### src/rtl/tft_timing_pkg.sv
// Shared types and default 800x480 panel timing for the TFT raster generator.
// Also holds helpers that size the axis counters from the segment widths.
package tft_timing_pkg;

  typedef enum logic [1:0] {
    ST_SYNC   = 2'd0,
    ST_BACK   = 2'd1,
    ST_ACTIVE = 2'd2,
    ST_FRONT  = 2'd3
  } axis_state_t;

  localparam int DEF_H_SYNC   = 1;
  localparam int DEF_H_BACK   = 45;
  localparam int DEF_H_ACTIVE = 800;
  localparam int DEF_H_FRONT  = 17;
  localparam int DEF_V_SYNC   = 1;
  localparam int DEF_V_BACK   = 22;
  localparam int DEF_V_ACTIVE = 480;
  localparam int DEF_V_FRONT  = 11;

  function automatic int axis_total(input int s, input int b, input int a, input int f);
    return s + b + a + f;
  endfunction

  function automatic int cnt_width(input int total);
    return (total > 2) ? $clog2(total) : 1;
  endfunction

endpackage

### src/rtl/tft_axis_timer.sv
// One raster axis: position counter plus SYNC->BACK->ACTIVE->FRONT segment FSM.
// Everything advances only on i_tick; o_last flags the terminal count.
module tft_axis_timer
  import tft_timing_pkg::*;
#(
  parameter int SYNC   = 1,
  parameter int BACK   = 1,
  parameter int ACTIVE = 1,
  parameter int FRONT  = 1,
  localparam int TOTAL = axis_total(SYNC, BACK, ACTIVE, FRONT),
  localparam int CW    = cnt_width(TOTAL)
) (
  input  logic          i_clock,
  input  logic          i_reset,
  input  logic          i_tick,
  output logic [CW-1:0] o_cnt,
  output logic [1:0]    o_state,
  output logic          o_last
);

  if (SYNC < 1 || BACK < 1 || ACTIVE < 1 || FRONT < 1) begin : g_bad_segment
    $error("tft_axis_timer: every segment must be at least one unit wide");
  end

  axis_state_t   r_state;
  axis_state_t   w_state_next;
  logic [CW-1:0] r_cnt;
  logic [CW-1:0] r_seg;
  logic [CW-1:0] w_seg_end;
  logic          w_seg_done;

  always_ff @(posedge i_clock) begin
    if (i_reset) begin
      r_state <= ST_SYNC;
      r_cnt   <= '0;
      r_seg   <= '0;
    end else if (i_tick) begin
      r_state <= w_state_next;
      r_cnt   <= o_last ? '0 : r_cnt + 1'b1;
      r_seg   <= w_seg_done ? '0 : r_seg + 1'b1;
    end
  end

  // Segment length of the current state decides when to move on.
  always_comb begin
    w_seg_end    = CW'(SYNC - 1);
    w_state_next = r_state;
    case (r_state)
      ST_SYNC:   begin w_seg_end = CW'(SYNC - 1);   w_state_next = ST_BACK;   end
      ST_BACK:   begin w_seg_end = CW'(BACK - 1);   w_state_next = ST_ACTIVE; end
      ST_ACTIVE: begin w_seg_end = CW'(ACTIVE - 1); w_state_next = ST_FRONT;  end
      ST_FRONT:  begin w_seg_end = CW'(FRONT - 1);  w_state_next = ST_SYNC;   end
      default:   begin w_seg_end = CW'(SYNC - 1);   w_state_next = ST_SYNC;   end
    endcase
    w_seg_done = (r_seg == w_seg_end);
    if (!w_seg_done) begin
      w_state_next = r_state;
    end
  end

  always_comb begin
    o_cnt   = r_cnt;
    o_state = r_state;
    o_last  = (r_cnt == CW'(TOTAL - 1));
  end

endmodule

### src/rtl/tft_timing_gen.sv
// RGB-TFT raster timing generator: HS/VS/DE, active x/y, line/frame markers, DISP.
// Run starts and stops only on frame boundaries; all outputs carry one cycle of latency.
module tft_timing_gen
  import tft_timing_pkg::*;
#(
  parameter int H_SYNC   = DEF_H_SYNC,
  parameter int H_BACK   = DEF_H_BACK,
  parameter int H_ACTIVE = DEF_H_ACTIVE,
  parameter int H_FRONT  = DEF_H_FRONT,
  parameter int V_SYNC   = DEF_V_SYNC,
  parameter int V_BACK   = DEF_V_BACK,
  parameter int V_ACTIVE = DEF_V_ACTIVE,
  parameter int V_FRONT  = DEF_V_FRONT,
  parameter bit HS_POL   = 1'b0,
  parameter bit VS_POL   = 1'b0,
  parameter int X_W      = 10,
  parameter int Y_W      = 9
) (
  input  logic           i_clock,
  input  logic           i_reset,
  input  logic           i_en,
  output logic           o_dclk,
  output logic           o_hs,
  output logic           o_vs,
  output logic           o_de,
  output logic           o_disp,
  output logic [X_W-1:0] o_x,
  output logic [Y_W-1:0] o_y,
  output logic           o_line_start,
  output logic           o_frame_start
);

  localparam int H_TOTAL = axis_total(H_SYNC, H_BACK, H_ACTIVE, H_FRONT);
  localparam int V_TOTAL = axis_total(V_SYNC, V_BACK, V_ACTIVE, V_FRONT);
  localparam int HCW     = cnt_width(H_TOTAL);
  localparam int VCW     = cnt_width(V_TOTAL);
  localparam int H_OFF   = H_SYNC + H_BACK;
  localparam int V_OFF   = V_SYNC + V_BACK;

  if (X_W < $clog2(H_ACTIVE) || Y_W < $clog2(V_ACTIVE)) begin : g_bad_coord_width
    $error("tft_timing_gen: X_W/Y_W too narrow for the active area");
  end

  logic           r_run;
  logic           r_hs;
  logic           r_vs;
  logic           r_de;
  logic           r_disp;
  logic [X_W-1:0] r_x;
  logic [Y_W-1:0] r_y;
  logic           r_line_start;
  logic           r_frame_start;

  logic [HCW-1:0] w_h_cnt;
  logic [VCW-1:0] w_v_cnt;
  logic [1:0]     w_h_state;
  logic [1:0]     w_v_state;
  logic           w_h_last;
  logic           w_v_last;
  logic           w_v_tick;
  logic           w_frame_end;
  logic           w_de;
  logic           w_line_start;
  logic           w_frame_start;

  tft_axis_timer #(
    .SYNC   (H_SYNC),
    .BACK   (H_BACK),
    .ACTIVE (H_ACTIVE),
    .FRONT  (H_FRONT)
  ) u_h_timer (
    .i_clock (i_clock),
    .i_reset (i_reset),
    .i_tick  (r_run),
    .o_cnt   (w_h_cnt),
    .o_state (w_h_state),
    .o_last  (w_h_last)
  );

  tft_axis_timer #(
    .SYNC   (V_SYNC),
    .BACK   (V_BACK),
    .ACTIVE (V_ACTIVE),
    .FRONT  (V_FRONT)
  ) u_v_timer (
    .i_clock (i_clock),
    .i_reset (i_reset),
    .i_tick  (w_v_tick),
    .o_cnt   (w_v_cnt),
    .o_state (w_v_state),
    .o_last  (w_v_last)
  );

  assign w_v_tick      = r_run && w_h_last;
  assign w_frame_end   = w_v_tick && w_v_last;
  assign w_de          = r_run && (w_h_state == ST_ACTIVE) && (w_v_state == ST_ACTIVE);
  assign w_line_start  = r_run && (w_h_cnt == '0);
  assign w_frame_start = w_line_start && (w_v_cnt == '0);

  // en is only honoured while idle or on the last cycle of a frame.
  always_ff @(posedge i_clock) begin
    if (i_reset) begin
      r_run <= 1'b0;
    end else if (!r_run || w_frame_end) begin
      r_run <= i_en;
    end
  end

  always_ff @(posedge i_clock) begin
    if (i_reset) begin
      r_hs          <= ~HS_POL;
      r_vs          <= ~VS_POL;
      r_de          <= 1'b0;
      r_disp        <= 1'b0;
      r_x           <= '0;
      r_y           <= '0;
      r_line_start  <= 1'b0;
      r_frame_start <= 1'b0;
    end else begin
      r_hs          <= (r_run && w_h_state == ST_SYNC) ? HS_POL : ~HS_POL;
      r_vs          <= (r_run && w_v_state == ST_SYNC) ? VS_POL : ~VS_POL;
      r_de          <= w_de;
      r_x           <= w_de ? X_W'(w_h_cnt - HCW'(H_OFF)) : '0;
      r_y           <= w_de ? Y_W'(w_v_cnt - VCW'(V_OFF)) : '0;
      r_line_start  <= w_line_start;
      r_frame_start <= w_frame_start;
      r_disp        <= r_run && (w_frame_start || r_disp);
    end
  end

  assign o_dclk        = i_clock;
  assign o_hs          = r_hs;
  assign o_vs          = r_vs;
  assign o_de          = r_de;
  assign o_disp        = r_disp;
  assign o_x           = r_x;
  assign o_y           = r_y;
  assign o_line_start  = r_line_start;
  assign o_frame_start = r_frame_start;

endmodule
### config.mk
export PLATFORM = sky130hd
export DESIGN_NAME = tft_timing_gen
export DESIGN_NICKNAME = d
export VERILOG_FILES = /design/src/rtl/tft_timing_pkg.sv /design/src/rtl/tft_axis_timer.sv /design/src/rtl/tft_timing_gen.sv
export SDC_FILE = /design/constraint.sdc
export NUM_CORES = 1
export LEC_CHECK = 0
export CAP_MARGIN = 20
export CELL_PAD_IN_SITES_DETAIL_PLACEMENT = 0
export CELL_PAD_IN_SITES_GLOBAL_PLACEMENT = 1
export CORE_MARGIN = 2
export CORE_UTILIZATION = 44
export CTS_CLUSTER_DIAMETER = 80
export DETAILED_ROUTE_END_ITERATION = 12
export PLACE_DENSITY_LB_ADDON = 0.25
export SLEW_MARGIN = 30
export SYNTH_ARGS = -nofsm -noshare
export SYNTH_HDL_FRONTEND = slang
export SYNTH_SLANG_ARGS = --single-unit
### constraint.sdc
create_clock -name i_clock -period 2.12 [get_ports i_clock]
set_clock_uncertainty 0.05 [all_clocks]
set_input_delay 0.53 -clock i_clock [delete_from_list [all_inputs] [get_ports i_clock]]
set_output_delay 0.53 -clock i_clock [all_outputs]
set_load 0.05 [all_outputs]
; ---- Word-level counts from Yosys, hierarchy flattened
; Index checks and enable logic that the tools add are counted.
; W data, S select, Z words.
[word_totals]
reg_bits = 70
output_inout_bits = 26
elab_cells = 61
[op_classes]
bitwise = 1
mux = 10
n_addsub = 6
n_reduce_logical = 19
n_eq_ne = 10
[ops]
columns = op, count
row1 = $pmux W10 S4, 2
row2 = $add A10 B1 Y10 const B, 4
row3 = $mux W10, 4
row4 = $eq A10 B10 Y1, 2
row5 = $eq A10 B10 Y1 const B, 2
row6 = $logic_not A10 Y1, 2
row7 = $pmux W2 S4, 2
row8 = $sub A10 B6 Y10 const B, 1
row9 = $logic_and A1 B1 Y1, 9
row10 = $sub A9 B5 Y9 const B, 1
row11 = $eq A2 B2 Y1 const B, 4
row12 = $eq A2 B1 Y1 const B, 2
row13 = $logic_not A2 Y1, 2
row14 = $reduce_and A2 Y1, 2
row15 = $logic_or A1 B1 Y1, 2
row16 = $mux W1, 2
row17 = $reduce_or A2 Y1, 1
row18 = $logic_not A1 Y1, 1
row19 = $not A1 Y1, 1

; ---- Longest topological paths before layout
[depth]
ltp_word = 5
mapped_depth = 7
mapped_depth_nobuf = 6

; ---- Cells and area by module
; A second synthesis with hierarchy kept.
[hier_totals]
cells_unflattened = 374
hier_area_um2 = 3354.5
[modules_own_cells]
columns = mod, cells_per_inst, area_each_um2, instances
row1 = tft_axis_timer (u_h_timer), 132, 1147.4, 1
row2 = tft_timing_gen, 122, 1126.1, 1
row3 = tft_axis_timer (u_v_timer), 120, 1081.0, 1

==> results.cfg <==
[critical_path]
critPathLaunch = i_clock
crit_required_ns = 1.54
critPathLaunchType = clock port
crit_path_max_fanout = 2
cp_data_arrival_time_ns = 1.46
crit_top_cell = clkbuf_8
crit_family = buffers and inverters
worstRegToRegCells = 4
max_stage_delay_ns = 0.17
crit_type = clock port to output port
crit_path_cell_trace = clkbuf_8, clkbuf_8, clkbuf_8
path_buf_inv = 3
path_depth = 3
endpoint_kind = output port
regToRegStartpoint = u_h_timer.o_cnt[9]
critPathSlowestCell = clkbuf_8

[synth]
synth-compound-area-share_pct = 12.4
synth_mux_area_share_pct = 1.45
yosysTopAreaCellShare_pct = 40.7
yosys.area_share.simple_pct = 26.9
synth_edf_count = 0
synthAdderAreaFrac_pct = 6.54
synth_xor_area_share_pct = 7.37
yosysSeqAreaShare_pct = 40.7
synthTopCellsByArea = dfxtp_1, ha_1, xnor2_1, nor2_1, nand2_1
synth_top_family_by_area = simple AND/OR/NAND/NOR gates
postSynthAreaPerCell_um2 = 8.51
ys_types = 52
synth-async-reset-ratio_pct = 0
yosys.area.top_type = dfxtp_1
synth_top_flop_cell = dfxtp_1
syn-num-nets = 426
synth-seq-cells = 70
synthCells = 405
ys_warn_count = 0
syn_area_um2 = 3440

[power_and_ir_drop]
internal_power_mw = 2.35
ir_drop_uv = 789
seqPwrFrac_pct = 43.3
p_per_area_nw_per_um2 = 740
comb_power_share_pct = 6.9
total_power_mw = 3.13
switching_power_uw = 785
power_leakage_nw = 1.68
p_sw_share_pct = 25.1
clkPwrFrac_pct = 49.8

[route]
finalWirelength_um = 7900
drc = 0
wire_per_inst_um = 14.1
drt_iter0_markers = 82
vias = 2994
drt_first_pass_iters = 4
drtAntennaViolNets = 0
via_per_inst = 5.36

[global_route]
antenna_found_initial = 0
grt_pass1_wl_um = 13500
grt_use_total_pct = 20.3
grt_pass1_vias = 2837
grt_max_degree = 16
grt-ovfl-total = 0

[final_layout]
diodes = 0
fin_nets = 473
final_area_um2 = 4230
post-route-util_pct = 55.4
layout-drive-gt1-share_pct = 12.7
syn_to_final_growth_pct = 22.9

[placed_design]
hpwl_um = 5800
io_buffers = 28
place_area_um2 = 3970
place_congestion = 0.850

[flow_run]
maxCapViolCount = 0

[die]
core_area_um2 = 7650
io_pins = 29
start_util_pct = 45.0
dieHeight_um = 92.5
dieArea_um2 = 8550
rows = 32
die_width_um = 92.5

[timing]
finalCriticalPeriod_ns = 2.04
min_period_over_period_pct = 96.4
setup_viol = 0
rsz0062_at_grt = no
hold_viol = 0
max_slew_margin_pct = 65.1
finalMaxSlewViolations = 0
worst_slew_pin_slew_ns = 0.518
clock.fmax_ghz = 0.491
fin_hold_ws_ns = 0.438

[outcome]
status = completed

[min_path]
holdPathStages = 2
hold_path.class = flop to flop
hp-start = u_v_timer.o_state[0]

[clock_network]
cts_hold_buf = 0
clkLatencyLatePin_ns = 0.46
cts_tree = yes
clk_pin_slew_ns = 0.07
cells by family after synthesis:
group | Yosys count
xor+xnor | 29
buf+inv | 39
fa+ha+maj | 18
simple gates | 181
compound gates | 63
mux | 5
flops | 70
sequential cells by signal (all words and copies together) (netlist names):
| register | count |
|---|---|
| o_y | 9 |
| o_disp | 1 |
| u_h_timer.o_state | 2 |
| o_line_start | 1 |
| u_v_timer.r_seg | 10 |
| u_v_timer.o_cnt | 10 |
| o_hs | 1 |
| u_v_timer.o_state | 2 |
| o_frame_start | 1 |
| r_run | 1 |
| o_x | 10 |
| o_de | 1 |
| u_h_timer.o_cnt | 10 |
| u_h_timer.r_seg | 10 |
| o_vs | 1 |
Yosys cell counts (5+ instances only):
master	number
dfxtp_1	70
nor2_1	45
nand2_1	37
xnor2_1	23
nand3_1	22
clkbuf_1	19
ha_1	18
nor3_1	16
a21oi_1	15
inv_1	15
o21ai_0	11
and3_1	9
nand4_1	9
nor4_1	8
or4_1	8
and2_1	7
xor2_1	6
mux2i_1	5
what timing repair did:
item,in CTS,in global routing
endpoints found under the setup margin,26,4
buffers inserted,0,0
pin swaps,0,1
resized for setup,29,5
cloned,0,0
through the flow:
step / setup TNS (ns) / setup slack [ns] / std cells
final: 0 / 0.0755 / 559
after global routing: 0 / 0.00430 / 559
after CTS: 0 / 0.0692 / 559
after detailed placement: -0.192 / -0.192 / 540
after global placement: -0.192 / -0.192 / 540
after floorplan: 0 / 0.205 / 405
worst reg2reg max path: cells and delay by family, from the launching register on:
kind            cells  cell delay, ns
simple gates        3            1.40
flops               1            0.38
compound gates      1            0.15
cells in the final DEF (no fill, tap or decap), drive strengths merged, types with 3 or more instances in the layout:
cell / netlist / routed
nor3: 16 / 16
o22ai: 3 / 3
or3: 4 / 4
mux2i: 5 / 5
o21ai: 11 / 11
or4: 9 / 9
nand3: 22 / 22
xor2: 6 / 6
o31ai: 5 / 5
buf: 5 / 29
nor2: 45 / 45
dfxtp: 70 / 70
nor4: 9 / 9
inv: 15 / 16
clkbuf: 19 / 16
and2: 7 / 7
a21oi: 15 / 15
and4b: 4 / 4
nand4: 9 / 9
dlygate4sd2: 0 / 25
xnor2: 23 / 23
nand2: 37 / 37
o221ai: 4 / 4
and3: 9 / 9
a211oi: 3 / 3
ha: 18 / 18
final timing paths:
check | slack [ns] | to
setup / recovery | 0.08 | o_dclk
hold / removal | 0.44 | u_v_timer.o_state[0]
setup reg to reg | 0.08 | u_v_timer.o_cnt[8]
hold reg to reg | 0.44 | u_v_timer.o_state[0]
power groups by stage:
stage          clock, mW  sequential (mW)  combinational, mW
4_1_cts             1.59             1.36              0.216
6_report            1.56             1.36              0.216
3_5_place_dp       0.109             1.39              0.219
2_1_floorplan      0.102             1.41              0.128
3_3_place_gp       0.109             1.39              0.217
5_1_grt             1.66             1.36              0.238
layer usage:
| metal | vias up | part of all wire, % | GRT usage [%] |
|---|---|---|---|
| met5 | - | 0 | 0 |
| met3 | 16 | 2.8 | 4.96 |
| met2 | 49 | 46 | 31.3 |
| met4 | 0 | 2.1 | 8.96 |
| li1 | 1527 | - | - |
| met1 | 1402 | 49 | 26.8 |
final cells by class:
type / instances / area, µm²
timing repair buffer: 56 / 457
clock buffer: 16 / 220
tap: 102 / 128
fill: 738 / 3410
multi-input combinational: 296 / 1890
inverter: 15 / 56.3
clock inverter: 4 / 76.3
sequential: 70 / 1410
(Power assumes the default switching activity.)
